<file path="config.mk">
export PLATFORM = sky130hd
export DESIGN_NAME = food_place_ctrl_flat
export DESIGN_NICKNAME = d
export VERILOG_FILES = /design/src/rtl/food_place_ctrl_pkg.sv /design/src/rtl/food_place_ctrl_if.sv /design/src/rtl/food_place_ctrl.sv /design/src/flat_wrapper.sv
export SDC_FILE = /design/constraint.sdc
export NUM_CORES = 1
export LEC_CHECK = 0
export ABC_AREA = 0
export BUFFER_PORTS_ARGS = -buffer_cell sky130_fd_sc_hd__buf_2
export CORE_AREA = 2 2 79 81
export CTS_CLUSTER_DIAMETER = 80
export DETAILED_ROUTE_END_ITERATION = 8
export DIE_AREA = 0 0 81 83
export GPL_TIMING_DRIVEN = 0
export PLACE_DENSITY = 0.77
export SLEW_MARGIN = 20
export SYNTH_ARGS = -nofsm -noshare
export SYNTH_HDL_FRONTEND = slang
export SYNTH_SLANG_ARGS = --single-unit
export TNS_END_PERCENT = 50
</file>
<file path="constraint.sdc">
create_clock -name clk -period 3 [get_ports clk]
set_input_delay 0.15 -clock clk [delete_from_list [all_inputs] [get_ports clk]]
set_output_delay 0.15 -clock clk [all_outputs]
set_load 0.03 [all_outputs]
</file>
<file path="src/rtl/food_place_ctrl_pkg.sv">
// Shared constants and FSM state type for the food placement controller.
// Latency: n/a (definitions only).
// Backpressure: n/a (definitions only).
package food_place_ctrl_pkg;

    localparam int DEF_COORD_W   = 10;  // matches random_box coordinate width
    localparam int DEF_GRID_W    = 32;  // valid x = 0..DEF_GRID_W-1
    localparam int DEF_GRID_H    = 24;  // valid y = 0..DEF_GRID_H-1
    localparam int DEF_DRIVE_LAT = 1;   // drive pulse to stable box coordinates
    localparam int DEF_MAX_TRY   = 16;  // rejected candidates before giving up

    typedef enum logic [2:0] {
        S_IDLE,
        S_SEED,
        S_DRIVE,
        S_WAIT,
        S_RANGE,
        S_CHECK,
        S_HOLD,
        S_FAIL
    } state_t;

endpackage

</file>
<file path="src/rtl/food_place_ctrl_if.sv">
// Bundle of game-FSM, random_box, body-store and food-output signals of the
// food placement controller. master = controller side, slave = environment.
// Ports: start/eaten (game FSM), load/drive/box_x/box_y (random_box),
//        chk_req/chk_x/chk_y/chk_done/chk_hit (body store), food_x/food_y/food_vld/fail.
interface food_place_ctrl_if
    import food_place_ctrl_pkg::*;
#(
    parameter int COORD_W = DEF_COORD_W
);
    logic               start;
    logic               eaten;
    logic               load;
    logic               drive;
    logic [COORD_W-1:0] box_x;
    logic [COORD_W-1:0] box_y;
    logic               chk_req;
    logic [COORD_W-1:0] chk_x;
    logic [COORD_W-1:0] chk_y;
    logic               chk_done;
    logic               chk_hit;
    logic [COORD_W-1:0] food_x;
    logic [COORD_W-1:0] food_y;
    logic               food_vld;
    logic               fail;

    modport master (
        input  start, eaten, box_x, box_y, chk_done, chk_hit,
        output load, drive, chk_req, chk_x, chk_y, food_x, food_y, food_vld, fail
    );

    modport slave (
        output start, eaten, box_x, box_y, chk_done, chk_hit,
        input  load, drive, chk_req, chk_x, chk_y, food_x, food_y, food_vld, fail
    );

endinterface

</file>
<file path="src/rtl/food_place_ctrl.sv">
// Places food: seeds/pulses random_box, rejects off-grid or on-body candidates, publishes the cell.
// Latency: food_vld rises 5 cycles after start is sampled on the ideal path (DRIVE_LAT=1, same-cycle chk_done).
// Backpressure: one outstanding body query, chk_req/chk_x/chk_y held until chk_done; start restarts from any state.
// Ports: clk, rst (async, active-high), bus (food_place_ctrl_if.master).
module food_place_ctrl
    import food_place_ctrl_pkg::*;
#(
    parameter int COORD_W   = DEF_COORD_W,
    parameter int GRID_W    = DEF_GRID_W,
    parameter int GRID_H    = DEF_GRID_H,
    parameter int DRIVE_LAT = DEF_DRIVE_LAT,
    parameter int MAX_TRY   = DEF_MAX_TRY
)(
    input  logic                      clk,
    input  logic                      rst,
    food_place_ctrl_if.master         bus
);

    localparam int TRY_W  = $clog2(MAX_TRY) + 1;
    localparam int WAIT_W = (DRIVE_LAT > 1) ? $clog2(DRIVE_LAT) : 1;

    state_t             state;
    logic [TRY_W-1:0]   try_cnt;
    logic [WAIT_W-1:0]  wait_cnt;
    logic [COORD_W-1:0] cand_x;
    logic [COORD_W-1:0] cand_y;

    logic               load_r;
    logic               drive_r;
    logic               chk_req_r;
    logic [COORD_W-1:0] chk_x_r;
    logic [COORD_W-1:0] chk_y_r;
    logic [COORD_W-1:0] food_x_r;
    logic [COORD_W-1:0] food_y_r;
    logic               food_vld_r;
    logic               fail_r;

    logic cand_in_grid;
    logic last_try;
    logic reject;

    assign cand_in_grid = (cand_x < COORD_W'(GRID_W)) && (cand_y < COORD_W'(GRID_H));
    assign last_try     = (try_cnt == TRY_W'(MAX_TRY - 1));

    // A candidate is thrown away either for being off-grid or for landing on the body.
    always_comb begin
        reject = 1'b0;
        if (state == S_RANGE && !cand_in_grid)
            reject = 1'b1;
        if (state == S_CHECK && bus.chk_done && bus.chk_hit)
            reject = 1'b1;
    end

    always_ff @(posedge clk or posedge rst) begin
        if (rst) begin
            state      <= S_IDLE;
            try_cnt    <= '0;
            wait_cnt   <= '0;
            cand_x     <= '0;
            cand_y     <= '0;
            load_r     <= 1'b0;
            drive_r    <= 1'b0;
            chk_req_r  <= 1'b0;
            chk_x_r    <= '0;
            chk_y_r    <= '0;
            food_x_r   <= '0;
            food_y_r   <= '0;
            food_vld_r <= 1'b0;
            fail_r     <= 1'b0;
        end else begin
            // load/drive are single-cycle pulses tied to the SEED/DRIVE states.
            load_r  <= 1'b0;
            drive_r <= 1'b0;

            if (bus.start) begin
                // Start overrides everything, including a pending query and a same-cycle eaten.
                state      <= S_SEED;
                load_r     <= 1'b1;
                chk_req_r  <= 1'b0;
                food_vld_r <= 1'b0;
                fail_r     <= 1'b0;
                try_cnt    <= '0;
            end else begin
                case (state)
                    S_IDLE: ;
                    S_SEED: begin
                        try_cnt <= '0;
                        drive_r <= 1'b1;
                        state   <= S_DRIVE;
                    end
                    S_DRIVE: begin
                        wait_cnt <= '0;
                        state    <= S_WAIT;
                    end
                    S_WAIT: begin
                        if (wait_cnt == WAIT_W'(DRIVE_LAT - 1)) begin
                            cand_x <= bus.box_x;
                            cand_y <= bus.box_y;
                            state  <= S_RANGE;
                        end else begin
                            wait_cnt <= wait_cnt + 1'b1;
                        end
                    end
                    S_RANGE: begin
                        if (cand_in_grid) begin
                            chk_req_r <= 1'b1;
                            chk_x_r   <= cand_x;
                            chk_y_r   <= cand_y;
                            state     <= S_CHECK;
                        end
                    end
                    S_CHECK: begin
                        if (bus.chk_done) begin
                            chk_req_r <= 1'b0;
                            if (!bus.chk_hit) begin
                                food_x_r   <= cand_x;
                                food_y_r   <= cand_y;
                                food_vld_r <= 1'b1;
                                state      <= S_HOLD;
                            end
                        end
                    end
                    S_HOLD: begin
                        if (bus.eaten) begin
                            food_vld_r <= 1'b0;
                            try_cnt    <= '0;
                            drive_r    <= 1'b1;
                            state      <= S_DRIVE;
                        end
                    end
                    S_FAIL: ;
                    default: state <= S_IDLE;
                endcase

                if (reject) begin
                    if (last_try) begin
                        state      <= S_FAIL;
                        fail_r     <= 1'b1;
                        food_vld_r <= 1'b0;
                    end else begin
                        try_cnt <= try_cnt + 1'b1;
                        drive_r <= 1'b1;
                        state   <= S_DRIVE;
                    end
                end
            end
        end
    end

    assign bus.load     = load_r;
    assign bus.drive    = drive_r;
    assign bus.chk_req  = chk_req_r;
    assign bus.chk_x    = chk_x_r;
    assign bus.chk_y    = chk_y_r;
    assign bus.food_x   = food_x_r;
    assign bus.food_y   = food_y_r;
    assign bus.food_vld = food_vld_r;
    assign bus.fail     = fail_r;

endmodule

</file>
<file path="src/flat_wrapper.sv">
// flat-port wrapper written by rule: the top's interface ports become plain ports
module food_place_ctrl_flat import food_place_ctrl_pkg::*;
#(
    parameter int COORD_W   = DEF_COORD_W,
    parameter int GRID_W    = DEF_GRID_W,
    parameter int GRID_H    = DEF_GRID_H,
    parameter int DRIVE_LAT = DEF_DRIVE_LAT,
    parameter int MAX_TRY   = DEF_MAX_TRY
)
  (clk, rst, bus_start, bus_eaten, bus_box_x, bus_box_y, bus_chk_done, bus_chk_hit, bus_load, bus_drive, bus_chk_req, bus_chk_x, bus_chk_y, bus_food_x, bus_food_y, bus_food_vld, bus_fail);
  food_place_ctrl_if #(.COORD_W(COORD_W)) bus_i ();
  input  logic clk;
  input  logic rst;
  input wire logic [$bits(bus_i.start)-1:0] bus_start;
  input wire logic [$bits(bus_i.eaten)-1:0] bus_eaten;
  input wire logic [$bits(bus_i.box_x)-1:0] bus_box_x;
  input wire logic [$bits(bus_i.box_y)-1:0] bus_box_y;
  input wire logic [$bits(bus_i.chk_done)-1:0] bus_chk_done;
  input wire logic [$bits(bus_i.chk_hit)-1:0] bus_chk_hit;
  output wire logic [$bits(bus_i.load)-1:0] bus_load;
  output wire logic [$bits(bus_i.drive)-1:0] bus_drive;
  output wire logic [$bits(bus_i.chk_req)-1:0] bus_chk_req;
  output wire logic [$bits(bus_i.chk_x)-1:0] bus_chk_x;
  output wire logic [$bits(bus_i.chk_y)-1:0] bus_chk_y;
  output wire logic [$bits(bus_i.food_x)-1:0] bus_food_x;
  output wire logic [$bits(bus_i.food_y)-1:0] bus_food_y;
  output wire logic [$bits(bus_i.food_vld)-1:0] bus_food_vld;
  output wire logic [$bits(bus_i.fail)-1:0] bus_fail;
  assign bus_i.start = bus_start;
  assign bus_i.eaten = bus_eaten;
  assign bus_i.box_x = bus_box_x;
  assign bus_i.box_y = bus_box_y;
  assign bus_i.chk_done = bus_chk_done;
  assign bus_i.chk_hit = bus_chk_hit;
  assign bus_load = bus_i.load;
  assign bus_drive = bus_i.drive;
  assign bus_chk_req = bus_i.chk_req;
  assign bus_chk_x = bus_i.chk_x;
  assign bus_chk_y = bus_i.chk_y;
  assign bus_food_x = bus_i.food_x;
  assign bus_food_y = bus_i.food_y;
  assign bus_food_vld = bus_i.food_vld;
  assign bus_fail = bus_i.fail;
  food_place_ctrl #(.COORD_W(COORD_W), .GRID_W(GRID_W), .GRID_H(GRID_H), .DRIVE_LAT(DRIVE_LAT), .MAX_TRY(MAX_TRY)) u_core (.clk(clk), .rst(rst), .bus(bus_i));
endmodule
</file>
==> results.cfg <==
[run_status]
status = finished, final reports clean

[timing]
fmax_mhz = 439.2
finalCriticalPeriod_ns = 2.277
finClkSkew_ns = 0.007252
slew_violations = 0
hold_violations = 0
setup_tns_ns = 0
setup_viol = 0
finalCritPeriodShare_pct = 75.89
rsz0062_at_grt = false
slew_headroom_pct = 58.60
worst_slew_pin_slew_ns = 0.6210

[grt]
grt_busiest_layer = met2
first_global_vias = 1880
grtUsageMet1_pct = 25.35
grt_pass1_wl_microns = 9232
use_met2_pct = 25.39
use_met3_pct = 5.978
grt_usage_pct = 17.96
grt_max_degree = 56
grt_overflow = 0
antenna_found_initial = 0

[floorplanning]
fp.dieH_microns = 83
core_sq_mm = 0.005816
initial_core_util_pct = 51.44
num_io_pins = 71
rows = 28
die_x_microns = 81
dieArea_sq_mm = 0.006723

[clock_tree]
root_buffer = clkbuf_8
cts.sinks = 73
cts_setup_buffers = 0
clock_latency_ns = 0.34
cts_tree = yes
clk_path_buf_depth = 2
htree_levels = 3
cts_resized = 0
cts_inserted_buffers = 9
clkSlewWorstSetupHoldPaths_ns = 0.07

[power_and_ir_drop]
switchingPower_w = 0.001130
p_clk_share_pct = 24.5
swShare_pct = 33.82
combinationalPowerShare_pct = 31.8
leakage_nw = 1.884
seq_power_share_pct = 43.7
internal_power_w = 0.002212
powerDensity_mw_per_mm2 = 904.2
ir_drop_v = 0.0005552

[critical_path]
criticalPathCategory = register to register
cp-start-kind = register
worstPathRequired_ns = 3.22
critPathCaptureType = register
reg2reg_slack_ns = 0.72
cp_max_fo = 10
cp.arrival_ns = 2.50
regToRegStartpoint = u_core.cand_x[5]
reg2reg_to = u_core.bus.chk_x[1]
reg2regPathDepth = 5

[placement]
place_area_sq_mm = 0.003466
numPortBuffers = 70
place.gp.congestion = 0.8417
hpwl_microns = 3853
placed_cells = 357

[logic_synthesis]
syn_inst = 211
avgSynthCellArea_sq_um = 14.18
synth.distinct_cells = 42
ys.flop_type = dfrtp_1
synthTopCellsByArea = dfrtp_1, mux2_2, mux2_4, nor2b_1, clkbuf_1
synth_top_area_share_pct = 61.06
synth_nets = 238
syn_area_sq_mm = 0.002992
yosys_warnings = 0
ys_seq_elements = 73
synth_edf_count = 0
yosysTopAreaCell = dfrtp_1
yosysMostFrequentCell = dfrtp_1
async_reset_ff_share_pct = 100.0
ys_seq_area_share_pct = 61.06
yosys-top-cells-count = dfrtp_1, mux2_2, nor2b_1

[routing]
antenna_left = 0
drtIter0Drc = 74
drt-vias-per-instance = 5.198
route.detailed.drc = 0
vias = 1944
first_pass_iters = 4
wl_per_cell_microns = 14.64
wirelength_microns = 5475

[layout]
multi_input_area_sq_mm = 0.001091
ff_latch_area_sq_mm = 0.001827
diodes = 0
final_layout_size_suffix_gt1_share_pct = 47.49
area_growth_pct = 23.55
nNetsFinal = 322
design_area_sq_mm = 0.003696
utilization_pct = 63.55
fillCellCount = 465
final_cells = 374

[worst_hold_path]
min_to = u_core.cand_y[2]
hp-class = input pin to register
worstHoldStart = bus_box_y[2]
min_path_cells = 2

[run]
maxCapViolations = 0
## metal layers
metal  wire (microns)  part of all wire (%)  vias to the layer above
met5                0                     0                        -
met4               99                   1.8                        0
li1                 -                     -                      924
met1             2535                    46                      959
met3              381                   7.0                        9
met2             2458                    45                       52
## registers in the layout, indices dropped and copies added (netlist names)
| name | count |
|---|---|
| u_core.bus.drive | 1 |
| u_core.bus.chk_x | 10 |
| u_core.try_cnt | 5 |
| u_core.bus.chk_y | 10 |
| u_core.bus.food_x | 10 |
| u_core.bus.food_vld | 1 |
| u_core.bus.food_y | 10 |
| u_core.cand_x | 10 |
| u_core.bus.fail | 1 |
| u_core.bus.chk_req | 1 |
| u_core.state | 3 |
| u_core.cand_y | 10 |
| u_core.bus.load | 1 |
## how the worst max path moves through the flow
stage	endpoint	from	slack, ns	cells after the start
floorplan	u_core.bus.chk_x[0]	u_core.cand_x[9]	0.86	5
global placement	u_core.bus.food_x[7]	rst	0.18	2
detailed placement	u_core.bus.chk_x[1]	u_core.cand_x[5]	0.72	5
CTS	u_core.bus.chk_x[1]	u_core.cand_x[5]	0.71	5
global route	u_core.bus.food_y[4]	u_core.state[2]	0.55	5
finish	u_core.bus.chk_x[1]	u_core.cand_x[5]	0.72	5
## power groups by stage
| stage | clock network [W] | registers, W | logic [W] |
|---|---|---|---|
| after floorplan | 0 | 0.00174 | 0.000498 |
| after detailed placement | 0 | 0.00148 | 0.00107 |
| after global routing | 0.000885 | 0.00150 | 0.00114 |
| after CTS | 0.000838 | 0.00147 | 0.00107 |
| after global placement | 0 | 0.00147 | 0.00104 |
| final | 0.000818 | 0.00146 | 0.00106 |
## layout by cell type (no fill, tap or decap), types with 2 or more instances in the layout
| cell | netlist | layout |
|---|---|---|
| nand2_1 | 5 | 5 |
| buf_2 | 1 | 71 |
| o21a_1 | 2 | 2 |
| dfrtp_1 | 73 | 73 |
| bufinv_16 | 0 | 2 |
| a311oi_1 | 2 | 2 |
| mux2_4 | 10 | 10 |
| nand2b_1 | 2 | 2 |
| clkbuf_1 | 8 | 10 |
| clkbuf_8 | 0 | 10 |
| nor3b_1 | 2 | 2 |
| a21oi_1 | 3 | 3 |
| nor4_1 | 2 | 2 |
| mux2_2 | 41 | 41 |
| o21ai_0 | 3 | 3 |
| inv_1 | 5 | 4 |
| dlygate4sd3_1 | 0 | 2 |
| o31a_1 | 2 | 2 |
| or4_1 | 2 | 2 |
| nand4b_1 | 2 | 2 |
| nand3_1 | 2 | 2 |
| nor2b_1 | 11 | 11 |
| nor2_1 | 8 | 8 |
| o311a_1 | 2 | 2 |
| nor3_1 | 3 | 3 |
## critical path, stage by stage, from the launching register on
cell,delay (ns)
dfrtp_1,0.39
or4_1,0.59
or4b_4,0.58
nor2_4,0.13
buf_12,0.16
mux2_4,0.30
## logic make-up after synthesis
family / Yosys count / synth area share [%]
flip-flops: 73 / 61.06
multiplexers: 52 / 20.79
buffers and inverters: 15 / 2.468
XOR/XNOR: 1 / 0.2928
AND/OR/NAND/NOR: 47 / 9.620
adder cells (fa/ha/maj): 1 / 0.4182
AO/OA/AOI/OAI: 22 / 5.354
## repair_timing
action | CTS | global route
hold buffers | 2 | 0
setup endpoints to repair | 0 | 0
hold endpoints to repair | 19 | 0
## layout make-up
cell class / instances / share of cell area, %
timing repair buffer: 73 / 10.77
buffer: 10 / 1.490
multi-input combinational: 123 / 29.52
clock inverter: 3 / 1.760
tap: 75 / 2.539
clock buffer: 12 / 3.927
sequential: 73 / 49.42
inverter: 5 / 0.5755
## metrics by stage
step           hold slack, ns  setup WS [ns]  total power (W)
5_1_grt               0.03566         0.5530         0.003520
3_3_place_gp           0.3717         0.1821         0.002508
2_1_floorplan          0.1814         0.8636         0.002239
4_1_cts               0.02829         0.7119         0.003379
6_report              0.03982         0.7232         0.003342
3_5_place_dp           0.1101         0.7163         0.002551
(Power assumes the default switching activity.)
